## src/rtl/rv32i_pkg.sv

```systemverilog
// Shared RV32I definitions: instruction formats, base opcodes and immediate
// range helpers used by the encoder and by the decoder round-trip bench.
package rv32i_pkg;

    typedef enum logic [2:0] {
        FMT_R = 3'd0,
        FMT_I = 3'd1,
        FMT_S = 3'd2,
        FMT_B = 3'd3,
        FMT_U = 3'd4,
        FMT_J = 3'd5
    } format_e;

    localparam logic [6:0] OP_LOAD   = 7'h03;
    localparam logic [6:0] OP_IMM    = 7'h13;
    localparam logic [6:0] OP_AUIPC  = 7'h17;
    localparam logic [6:0] OP_STORE  = 7'h23;
    localparam logic [6:0] OP_REG    = 7'h33;
    localparam logic [6:0] OP_LUI    = 7'h37;
    localparam logic [6:0] OP_BRANCH = 7'h63;
    localparam logic [6:0] OP_JALR   = 7'h67;
    localparam logic [6:0] OP_JAL    = 7'h6F;

    // A value fits an N-bit signed field when every bit above N-1 matches the sign bit.
    function automatic logic fits_simm12(input logic [31:0] v);
        return v == {{20{v[11]}}, v[11:0]};
    endfunction

    function automatic logic fits_simm13(input logic [31:0] v);
        return v == {{19{v[12]}}, v[12:0]};
    endfunction

    function automatic logic fits_simm21(input logic [31:0] v);
        return v == {{11{v[20]}}, v[20:0]};
    endfunction

endpackage

```

## src/rtl/sync_fifo.sv

```systemverilog
// Show-ahead synchronous FIFO: the head entry is readable in the cycle after
// it is written, so an empty-FIFO push reaches the consumer with one cycle latency.
module sync_fifo #(
    parameter int WIDTH = 64,
    parameter int DEPTH = 2
) (
    input  logic             clock,
    input  logic             reset,
    input  logic             push,
    input  logic [WIDTH-1:0] push_data,
    input  logic             pop,
    output logic [WIDTH-1:0] pop_data,
    output logic             empty,
    output logic             full
);
    localparam int AW = $clog2(DEPTH);

    logic [WIDTH-1:0] mem [DEPTH];
    logic [AW-1:0]    wr_ptr_reg;
    logic [AW-1:0]    rd_ptr_reg;
    logic [AW:0]      count_reg;
    logic             do_push;
    logic             do_pop;

    assign empty    = (count_reg == '0);
    assign full     = (count_reg == (AW+1)'(DEPTH));
    assign do_push  = push && !full;
    assign do_pop   = pop && !empty;
    assign pop_data = mem[rd_ptr_reg];

    always_ff @(posedge clock) begin
        if (do_push) begin
            mem[wr_ptr_reg] <= push_data;
        end
    end

    always_ff @(posedge clock) begin
        if (reset) begin
            wr_ptr_reg <= '0;
            rd_ptr_reg <= '0;
            count_reg  <= '0;
        end else begin
            if (do_push) begin
                wr_ptr_reg <= wr_ptr_reg + AW'(1);
            end
            if (do_pop) begin
                rd_ptr_reg <= rd_ptr_reg + AW'(1);
            end
            case ({do_push, do_pop})
                2'b10:   count_reg <= count_reg + (AW+1)'(1);
                2'b01:   count_reg <= count_reg - (AW+1)'(1);
                default: count_reg <= count_reg;
            endcase
        end
    end

endmodule

```

## src/rtl/rv32i_instruction_encoder.sv

```systemverilog
// Packs decoded RV32I fields into instruction words, drops illegal requests
// with a sticky error, and queues {word, address} pairs for the consumer.
module rv32i_instruction_encoder
    import rv32i_pkg::*;
#(
    parameter logic [31:0] START_ADDR = 32'h0000_0000,
    parameter int          DEPTH      = 2
) (
    input  logic        clock,
    input  logic        reset,
    input  logic        restart,
    input  logic        req_valid,
    output logic        req_ready,
    input  logic [2:0]  req_format,
    input  logic [6:0]  req_opcode,
    input  logic [2:0]  req_funct3,
    input  logic [6:0]  req_funct7,
    input  logic [4:0]  req_rd,
    input  logic [4:0]  req_rs1,
    input  logic [4:0]  req_rs2,
    input  logic [31:0] req_imm,
    output logic        out_valid,
    input  logic        out_ready,
    output logic [31:0] out_instruction,
    output logic [31:0] out_address,
    output logic        error,
    output logic [15:0] error_index,
    output logic [15:0] emitted_count
);
    logic [31:0] addr_reg;
    logic [15:0] req_index_reg;
    logic        error_reg;
    logic [15:0] error_index_reg;
    logic [15:0] emitted_reg;

    logic [31:0] enc_word;
    logic        imm_ok;
    logic        legal;
    logic        accept;
    logic        push;
    logic        pop;
    logic        fifo_empty;
    logic        fifo_full;
    logic [63:0] head_data;

    always_comb begin
        enc_word = '0;
        imm_ok   = 1'b0;
        case (req_format)
            FMT_R: begin
                enc_word = {req_funct7, req_rs2, req_rs1, req_funct3, req_rd, req_opcode};
                imm_ok   = 1'b1;
            end
            FMT_I: begin
                enc_word = {req_imm[11:0], req_rs1, req_funct3, req_rd, req_opcode};
                imm_ok   = fits_simm12(req_imm);
            end
            FMT_S: begin
                enc_word = {req_imm[11:5], req_rs2, req_rs1, req_funct3, req_imm[4:0], req_opcode};
                imm_ok   = fits_simm12(req_imm);
            end
            FMT_B: begin
                enc_word = {req_imm[12], req_imm[10:5], req_rs2, req_rs1, req_funct3,
                            req_imm[4:1], req_imm[11], req_opcode};
                imm_ok   = fits_simm13(req_imm) && !req_imm[0];
            end
            FMT_U: begin
                enc_word = {req_imm[31:12], req_rd, req_opcode};
                imm_ok   = (req_imm[11:0] == 12'h000);
            end
            FMT_J: begin
                enc_word = {req_imm[20], req_imm[10:1], req_imm[11], req_imm[19:12],
                            req_rd, req_opcode};
                imm_ok   = fits_simm21(req_imm) && !req_imm[0];
            end
            default: begin
                enc_word = '0;
                imm_ok   = 1'b0;
            end
        endcase
    end

    assign legal     = imm_ok && (req_opcode[1:0] == 2'b11);
    assign req_ready = !fifo_full;
    assign accept    = req_valid && req_ready && !restart;
    assign push      = accept && legal;
    assign pop       = out_valid && out_ready;

    sync_fifo #(
        .WIDTH (64),
        .DEPTH (DEPTH)
    ) u_fifo (
        .clock     (clock),
        .reset     (reset),
        .push      (push),
        .push_data ({enc_word, addr_reg}),
        .pop       (pop),
        .pop_data  (head_data),
        .empty     (fifo_empty),
        .full      (fifo_full)
    );

    // Stale RAM contents are masked so an empty FIFO presents all-zero outputs.
    assign out_valid       = !fifo_empty;
    assign out_instruction = out_valid ? head_data[63:32] : '0;
    assign out_address     = out_valid ? head_data[31:0]  : '0;
    assign error           = error_reg;
    assign error_index     = error_index_reg;
    assign emitted_count   = emitted_reg;

    always_ff @(posedge clock) begin
        if (reset || restart) begin
            addr_reg        <= START_ADDR;
            req_index_reg   <= '0;
            error_reg       <= 1'b0;
            error_index_reg <= '0;
            emitted_reg     <= '0;
        end else begin
            if (accept) begin
                req_index_reg <= req_index_reg + 16'd1;
                if (legal) begin
                    addr_reg <= addr_reg + 32'd4;
                end else begin
                    error_reg <= 1'b1;
                    if (!error_reg) begin
                        error_index_reg <= req_index_reg;
                    end
                end
            end
            if (pop) begin
                emitted_reg <= emitted_reg + 16'd1;
            end
        end
    end

endmodule

```

## config.mk

```make
export PLATFORM = sky130hd
export DESIGN_NAME = rv32i_instruction_encoder
export DESIGN_NICKNAME = d
export VERILOG_FILES = /design/src/rtl/rv32i_pkg.sv /design/src/rtl/sync_fifo.sv /design/src/rtl/rv32i_instruction_encoder.sv
export SDC_FILE = /design/constraint.sdc
export NUM_CORES = 1
export LEC_CHECK = 0
export CAP_MARGIN = 40
export CORE_MARGIN = 3
export CORE_UTILIZATION = 53
export DETAILED_ROUTE_END_ITERATION = 10
export PLACE_DENSITY = 0.92
export SLEW_MARGIN = 20
export SYNTH_ARGS = -nofsm -noshare
export SYNTH_HDL_FRONTEND = slang
export SYNTH_SLANG_ARGS = --single-unit
```

## constraint.sdc

```tcl
create_clock -name clock -period 6.4 [get_ports clock]
set_input_delay 0.96 -clock clock [delete_from_list [all_inputs] [get_ports clock]]
set_output_delay 0.96 -clock clock [all_outputs]
set_load 0.05 [all_outputs]
```

==> flow_metrics.py, run 1 <==
metrics = {
    "floorplanning": {
        "initial_core_util": 0.550,
        "die-area_um2": 19100,
        "core_area_um2": 16800,
        "num_io_pins": 171,
        "die_h_um": 138,
        "num_rows": 47,
        "chipWidth_um": 138,
    },
    "yosys": {
        "synthMuxAreaShare": 0.0803,
        "synthSimpleGateAreaFrac": 0.163,
        "ys_warn_count": 0,
        "synth_compound_gate_area_share": 0.104,
        "syn_area_um2": 9250,
        "seq_area_frac_synth": 0.584,
        "synth_edf_count": 124,
        "synth_top_family_by_area": "simple AND/OR/NAND/NOR gates",
        "synth_cell_types": 48,
        "syn_area_per_cell_um2": 10.8,
        "synthAdderAreaFrac": 0.00541,
        "synth_xor_area_frac": 0.0284,
        "yosys_register_bits": 208,
        "synthArstFlopShare": 0,
        "synth_cells": 856,
        "synth-main-ff-cell": "edfxtp_1",
    },
    "timing": {
        "fin_crit_sh": 0.636,
        "slew_viol_final": 0,
        "worst_pin_slew_ns": 0.772,
        "layout_min_cycle_time_ns": 4.07,
        "rsz0062_at_grt": "no",
        "fin_ws_ns": 2.33,
        "finClkSkew_ns": 0.0284,
        "clock.fmax_mhz": 246,
        "finalSetupViolCount": 0,
        "fin_tns_setup_ns": 0,
        "hold_viol_final": 0,
        "slew_headroom": 0.483,
    },
    "worst_setup_path": {
        "path_cells": "clkdlybuf4s50_1, nor2b_1, and2_1, o2111ai_2, a41o_4, nor2_4, buf_4, buf_12",
        "worstSetupStartpointType": "input pin",
        "crit_path_end_kind": "flip-flop",
        "worstReg2RegStart": "u_fifo.count_reg[0]",
        "critPathSlowestCell": "clkdlybuf4s50_1",
        "cp_data_required_time_ns": 6.59,
        "path_max_fanout": 52,
        "crit_path_max_incr_delay_ns": 0.96,
        "worstPathArrival_ns": 4.26,
        "critPathKind": "input pin to flip-flop",
        "critPathLaunch": "req_format[1]",
    },
    "power": {
        "ir_drop_mv": 0.210,
        "cellLeakagePower_nw": 3.67,
        "p_per_area_nw_per_um2": 239,
    },
    "global_routing": {
        "gr-max-usage-layer": "met2",
        "grt_overflow": 0,
        "met1_usage": 0.290,
        "antenna_found_initial": 0,
        "use_met3": 0.0425,
        "grt_max_degree": 64,
        "grt_pass1_wl_um": 36100,
        "grtUsageMet2": 0.387,
        "grt_pass1_vias": 7123,
        "grt_use_total": 0.226,
    },
    "clock_tree": {
        "clock-root-buffer": "clkbuf_16",
        "cts_resized": 0,
        "cts_tree": "done",
        "clk_latency_ns": 0.51,
        "cts_buffer_depth": 3,
        "clock-sinks": 208,
        "postCtsSetupBuffers": 0,
        "cts_buffers": 22,
        "h-tree-depth": 1,
        "holdBufCountCts": 0,
        "clk_pin_slew_ns": 0.06,
    },
    "drt": {
        "drt-total-wl_um": 22800,
        "first_pass_iters": 5,
        "drc": 0,
        "ant_nets": 0,
        "drtIter0Drc": 587,
        "vias": 7321,
        "vias_per_cell": 5.89,
        "wire_per_inst_um": 18.3,
    },
    "place": {
        "dp_hpwl_um": 15000,
        "place_ws_ns": 1.70,
        "port_buffers": 168,
        "place_congestion": 0.957,
    },
    "min_path": {
        "hp-start": "addr_reg[31]",
        "hold_path_class": "flip-flop to flip-flop",
    },
    "cells_and_area": {
        "drive_gt1_frac": 0.0567,
        "n_antenna_cell": 0,
        "fillCellCount": 1167,
        "seq_area_um2": 5410,
        "finalNetCount": 1083,
        "multi_input_area_um2": 3560,
        "area.growth.synth_to_final_pct": 28.3,
        "largest_register_ffs": 124,
    },
    "run": {
        "cap_violations": 0,
    },
    "outcome": {
        "outcome": "finished, final reports clean",
    },
}
## cells in the mapped netlist (3+ instances only)
| library cell | n | share of area |
|---|---|---|
| edfxtp_1 | 124 | 0.40 |
| nor2_1 | 111 | 0.045 |
| dfxtp_1 | 84 | 0.18 |
| mux2i_1 | 72 | 0.078 |
| a21oi_1 | 63 | 0.034 |
| clkbuf_1 | 45 | 0.018 |
| o21ai_0 | 45 | 0.024 |
| nand2_1 | 39 | 0.016 |
| nand3_1 | 34 | 0.018 |
| inv_1 | 26 | 0.011 |
| nand4_1 | 24 | 0.016 |
| or4_1 | 20 | 0.016 |
| o31ai_1 | 17 | 0.014 |
| or3_1 | 17 | 0.011 |
| xnor2_1 | 15 | 0.014 |
| xor2_1 | 15 | 0.014 |
| and2_1 | 12 | 0.0081 |
| nor2b_1 | 10 | 0.0068 |
| nor4_1 | 10 | 0.0068 |
| nor3_1 | 9 | 0.0049 |
| a22o_1 | 8 | 0.0076 |
| and3_1 | 8 | 0.0054 |
| a22oi_1 | 5 | 0.0041 |
| ha_1 | 4 | 0.0054 |
| a31o_2 | 3 | 0.0028 |
| a31oi_1 | 3 | 0.0020 |
| and4_1 | 3 | 0.0028 |
| buf_1 | 3 | 0.0012 |
| or2_2 | 3 | 0.0020 |
## per-layer routing
| layer | vias up | routed length, um | part of all wire |
|---|---|---|---|
| met5 | - | 0 | 0 |
| li1 | 3442 | - | - |
| met1 | 3487 | 9130 | 0.40 |
| met3 | 58 | 1740 | 0.076 |
| met4 | 0 | 651 | 0.029 |
| met2 | 334 | 11200 | 0.49 |
## metrics by stage
step / std cells / cell area, um^2 / hold slack [ns] / util / power (W)
6_report: 1243 / 11900 / 0.467 / 0.706 / 0.00284
5_1_grt: 1243 / 11900 / 0.472 / 0.706 / 0.00292
4_1_cts: 1240 / 11800 / 0.470 / 0.703 / 0.00286
3_5_place_dp: 1200 / 11100 / 0.460 / 0.660 / 0.00161
3_3_place_gp: 1199 / 11100 / 0.439 / 0.658 / 0.00161
2_1_floorplan: 857 / 9260 / 0.426 / - / 0.00153
## worst paths after layout
path	endpoint	slack, ns	cells after the start
worst min-delay path	u_fifo.mem[0][31]	0.47	0
worst min register to register	u_fifo.mem[0][31]	0.47	0
worst max-delay path	u_fifo.mem[1][29]	2.33	8
worst max register to register	u_fifo.mem[1][29]	3.47	7
## layout by cell type (no fill, tap or decap), drive strengths merged, types with 9 or more instances in the layout
cell	Yosys	layout
clkdlybuf4s50	0	168
edfxtp	124	124
nor2	111	111
dfxtp	84	84
mux2i	72	72
a21oi	63	63
o21ai	45	45
nand2	39	39
nand3	34	34
clkbuf	45	32
inv	26	27
nand4	24	24
or4	20	20
or3	17	17
o31ai	17	17
xnor2	15	15
xor2	15	15
and2	12	12
nor2b	10	10
nor4	10	10
buf	7	10
nor3	9	9
## power by group
group / switching, W / total [W] / internal, W
clock: 0.000505 / 0.00126 / 0.000756
combinational: 0.0000931 / 0.000165 / 0.0000717
sequential: 0.00000221 / 0.00142 / 0.00142
total: 0.000600 / 0.00284 / 0.00224
## critical path, delay by kind of cell
family	cells	cell delay (ns)
buffers and inverters	3	1.55
AND/OR/NAND/NOR	3	1.02
AO/OA/AOI/OAI	2	0.65
## final cells by class
cell class / count / area share
repair buffers: 178 / 0.152
well taps: 220 / 0.0232
clock buffers: 32 / 0.0521
clock inverters: 8 / 0.00885
flip-flops and latches: 208 / 0.456
multi-input cells: 571 / 0.300
inverters: 26 / 0.00822
## cells by family after synthesis
logic type,count (synthesis)
AND/OR/NAND/NOR,303
XOR/XNOR,30
AO/OA/AOI/OAI,158
buffers and inverters,78
flip-flops,208
other,1
multiplexers,74
adder cells (fa/ha/maj),4
Power figures use the tool's default switching activity.
==> run 2, diff against run 1 <==
- CORE_UTILIZATION: 53 -> 47
- PLACE_DENSITY: 0.92 -> 0.87
- clock period: 6.4 -> 3.7 ns (I/O delays scaled with it)
==> flow_metrics.py, run 2 (same netlist as run 1, synthesis figures left out) <==
metrics = {
    "floorplanning": {
        "die_h_um": 146,
        "num_io_pins": 171,
        "core_area_um2": 19000,
        "num_rows": 50,
        "initial_core_util": 0.487,
        "die-area_um2": 21400,
        "chipWidth_um": 146,
    },
    "worst_setup_path": {
        "ff2ff_path_depth": 6,
        "worstPathArrival_ns": 2.62,
        "path_cells": "buf_4, mux2i_1, nor2_1, clkdlybuf4s50_1",
        "path_max_fanout": 27,
        "crit_buf_inv": 2,
        "crit_cells": 4,
        "cp_data_required_time_ns": 3.14,
        "crit_path_end_kind": "output port",
        "cp_top_family": "buffers and inverters",
        "crit_path_max_incr_delay_ns": 0.82,
        "critPathKind": "flip-flop to output port",
        "worstSetupStartpointType": "flip-flop",
        "critPathSlowestCell": "clkdlybuf4s50_1",
        "reg2reg_slack_ns": 1.18,
    },
    "clock_tree": {
        "postCtsSetupBuffers": 0,
        "clk_pin_slew_ns": 0.06,
        "clock-root-buffer": "clkbuf_16",
        "holdBufCountCts": 0,
        "cts_buffer_depth": 3,
        "clk_latency_ns": 0.49,
        "h-tree-depth": 1,
        "cts_buffers": 20,
        "clock-sinks": 208,
        "cts_tree": "done",
        "cts_resized": 0,
    },
    "cells_and_area": {
        "finalNetCount": 1093,
        "n_antenna_cell": 0,
        "drive_gt1_frac": 0.0660,
        "fillCellCount": 1495,
        "seq_area_um2": 5410,
        "final_common_cell": "clkdlybuf4s50_1",
        "largest_register_ffs": 124,
        "final_cells": 1291,
        "multi_input_area_um2": 3560,
        "most-common-layout-cells": "clkdlybuf4s50_1, edfxtp_1, nor2_1",
        "area.growth.synth_to_final_pct": 29.2,
    },
    "place": {
        "port_buffers": 168,
        "place_congestion": 0.929,
        "dp_hpwl_um": 15800,
        "place_inst": 1255,
    },
    "power": {
        "ir_drop_mv": 0.252,
        "p_per_area_nw_per_um2": 398,
        "cellLeakagePower_nw": 3.81,
    },
    "timing": {
        "worst_pin_slew_ns": 0.773,
        "slew_viol_final": 0,
        "clock.fmax_mhz": 315,
        "hold_viol_final": 0,
        "fin_crit_sh": 0.859,
        "finalSetupViolCount": 0,
        "rsz0062_at_grt": "no",
        "slew_headroom": 0.485,
        "layout_min_cycle_time_ns": 3.18,
        "finClkSkew_ns": 0.0174,
        "holdWs_ns": 0.472,
    },
    "min_path": {
        "whs_path_depth": 0,
        "hold_path_class": "flip-flop to flip-flop",
    },
    "global_routing": {
        "grt_use_total": 0.204,
        "grt_pass1_vias": 6904,
        "grt_overflow": 0,
        "antenna_found_initial": 0,
        "grt_pass1_wl_um": 36100,
        "grt_max_degree": 58,
    },
    "drt": {
        "drtIter0Drc": 672,
        "vias": 7207,
        "drt-total-wl_um": 22700,
        "ant_nets": 0,
        "drc": 0,
        "first_pass_iters": 5,
        "wire_per_inst_um": 17.6,
        "vias_per_cell": 5.58,
    },
    "run": {
        "cap_violations": 0,
    },
    "outcome": {
        "outcome": "finished, final reports clean",
    },
}
[run 2: changes by cell type in the layout (fill, tap and decap cells not counted), moves of 2 or more]
cell,previous run,this run
buf_4,7,18
buf_12,1,4
clkbuf_1,7,4
buf_16,2,0
[run 2: per-stage QoR]
| step | power (W) | setup TNS [ns] | setup WS [ns] | instance area, um^2 | util |
|---|---|---|---|---|---|
| after floorplan | 0.00263 | -73.87 | -0.596 | 9260 | - |
| after global placement | 0.00277 | 0 | 0.160 | 11300 | 0.593 |
| after detailed placement | 0.00277 | 0 | 0.164 | 11300 | 0.593 |
| after CTS | 0.00480 | 0 | 0.473 | 12000 | 0.629 |
| after global routing | 0.00492 | 0 | 0.351 | 12000 | 0.629 |
| final | 0.00476 | 0 | 0.521 | 12000 | 0.629 |
[run 2: cell type report]
cell class	instances	area share
clock inverter	6	0.00544
inverter	26	0.00816
tap	260	0.0272
sequential	208	0.452
timing repair buffer	190	0.159
clock buffer	30	0.0504
multi-input combinational	571	0.298
[run 2: worst paths after layout]
path / startpoint / end
max: flip-flop / out_address[2]
min: addr_reg[31] / u_fifo.mem[0][31]
max reg2reg: addr_reg[16] / addr_reg[28]
min reg2reg: addr_reg[31] / u_fifo.mem[0][31]
[run 2: where the power goes]
| part | switching (W) | total, W | internal (W) |
|---|---|---|---|
| clock network | 0.000828 | 0.00203 | 0.00120 |
| logic | 0.000150 | 0.000275 | 0.000125 |
| registers | 0.00000389 | 0.00245 | 0.00245 |
[run 2: routing by layer]
metal | GRT usage | vias up | wire [um]
met2 | 0.343 | 276 | 10800
met3 | 0.0456 | 41 | 1810
li1 | - | 3464 | -
met1 | 0.269 | 3426 | 9560
met5 | 0 | - | 0
met4 | 0.0541 | 0 | 507
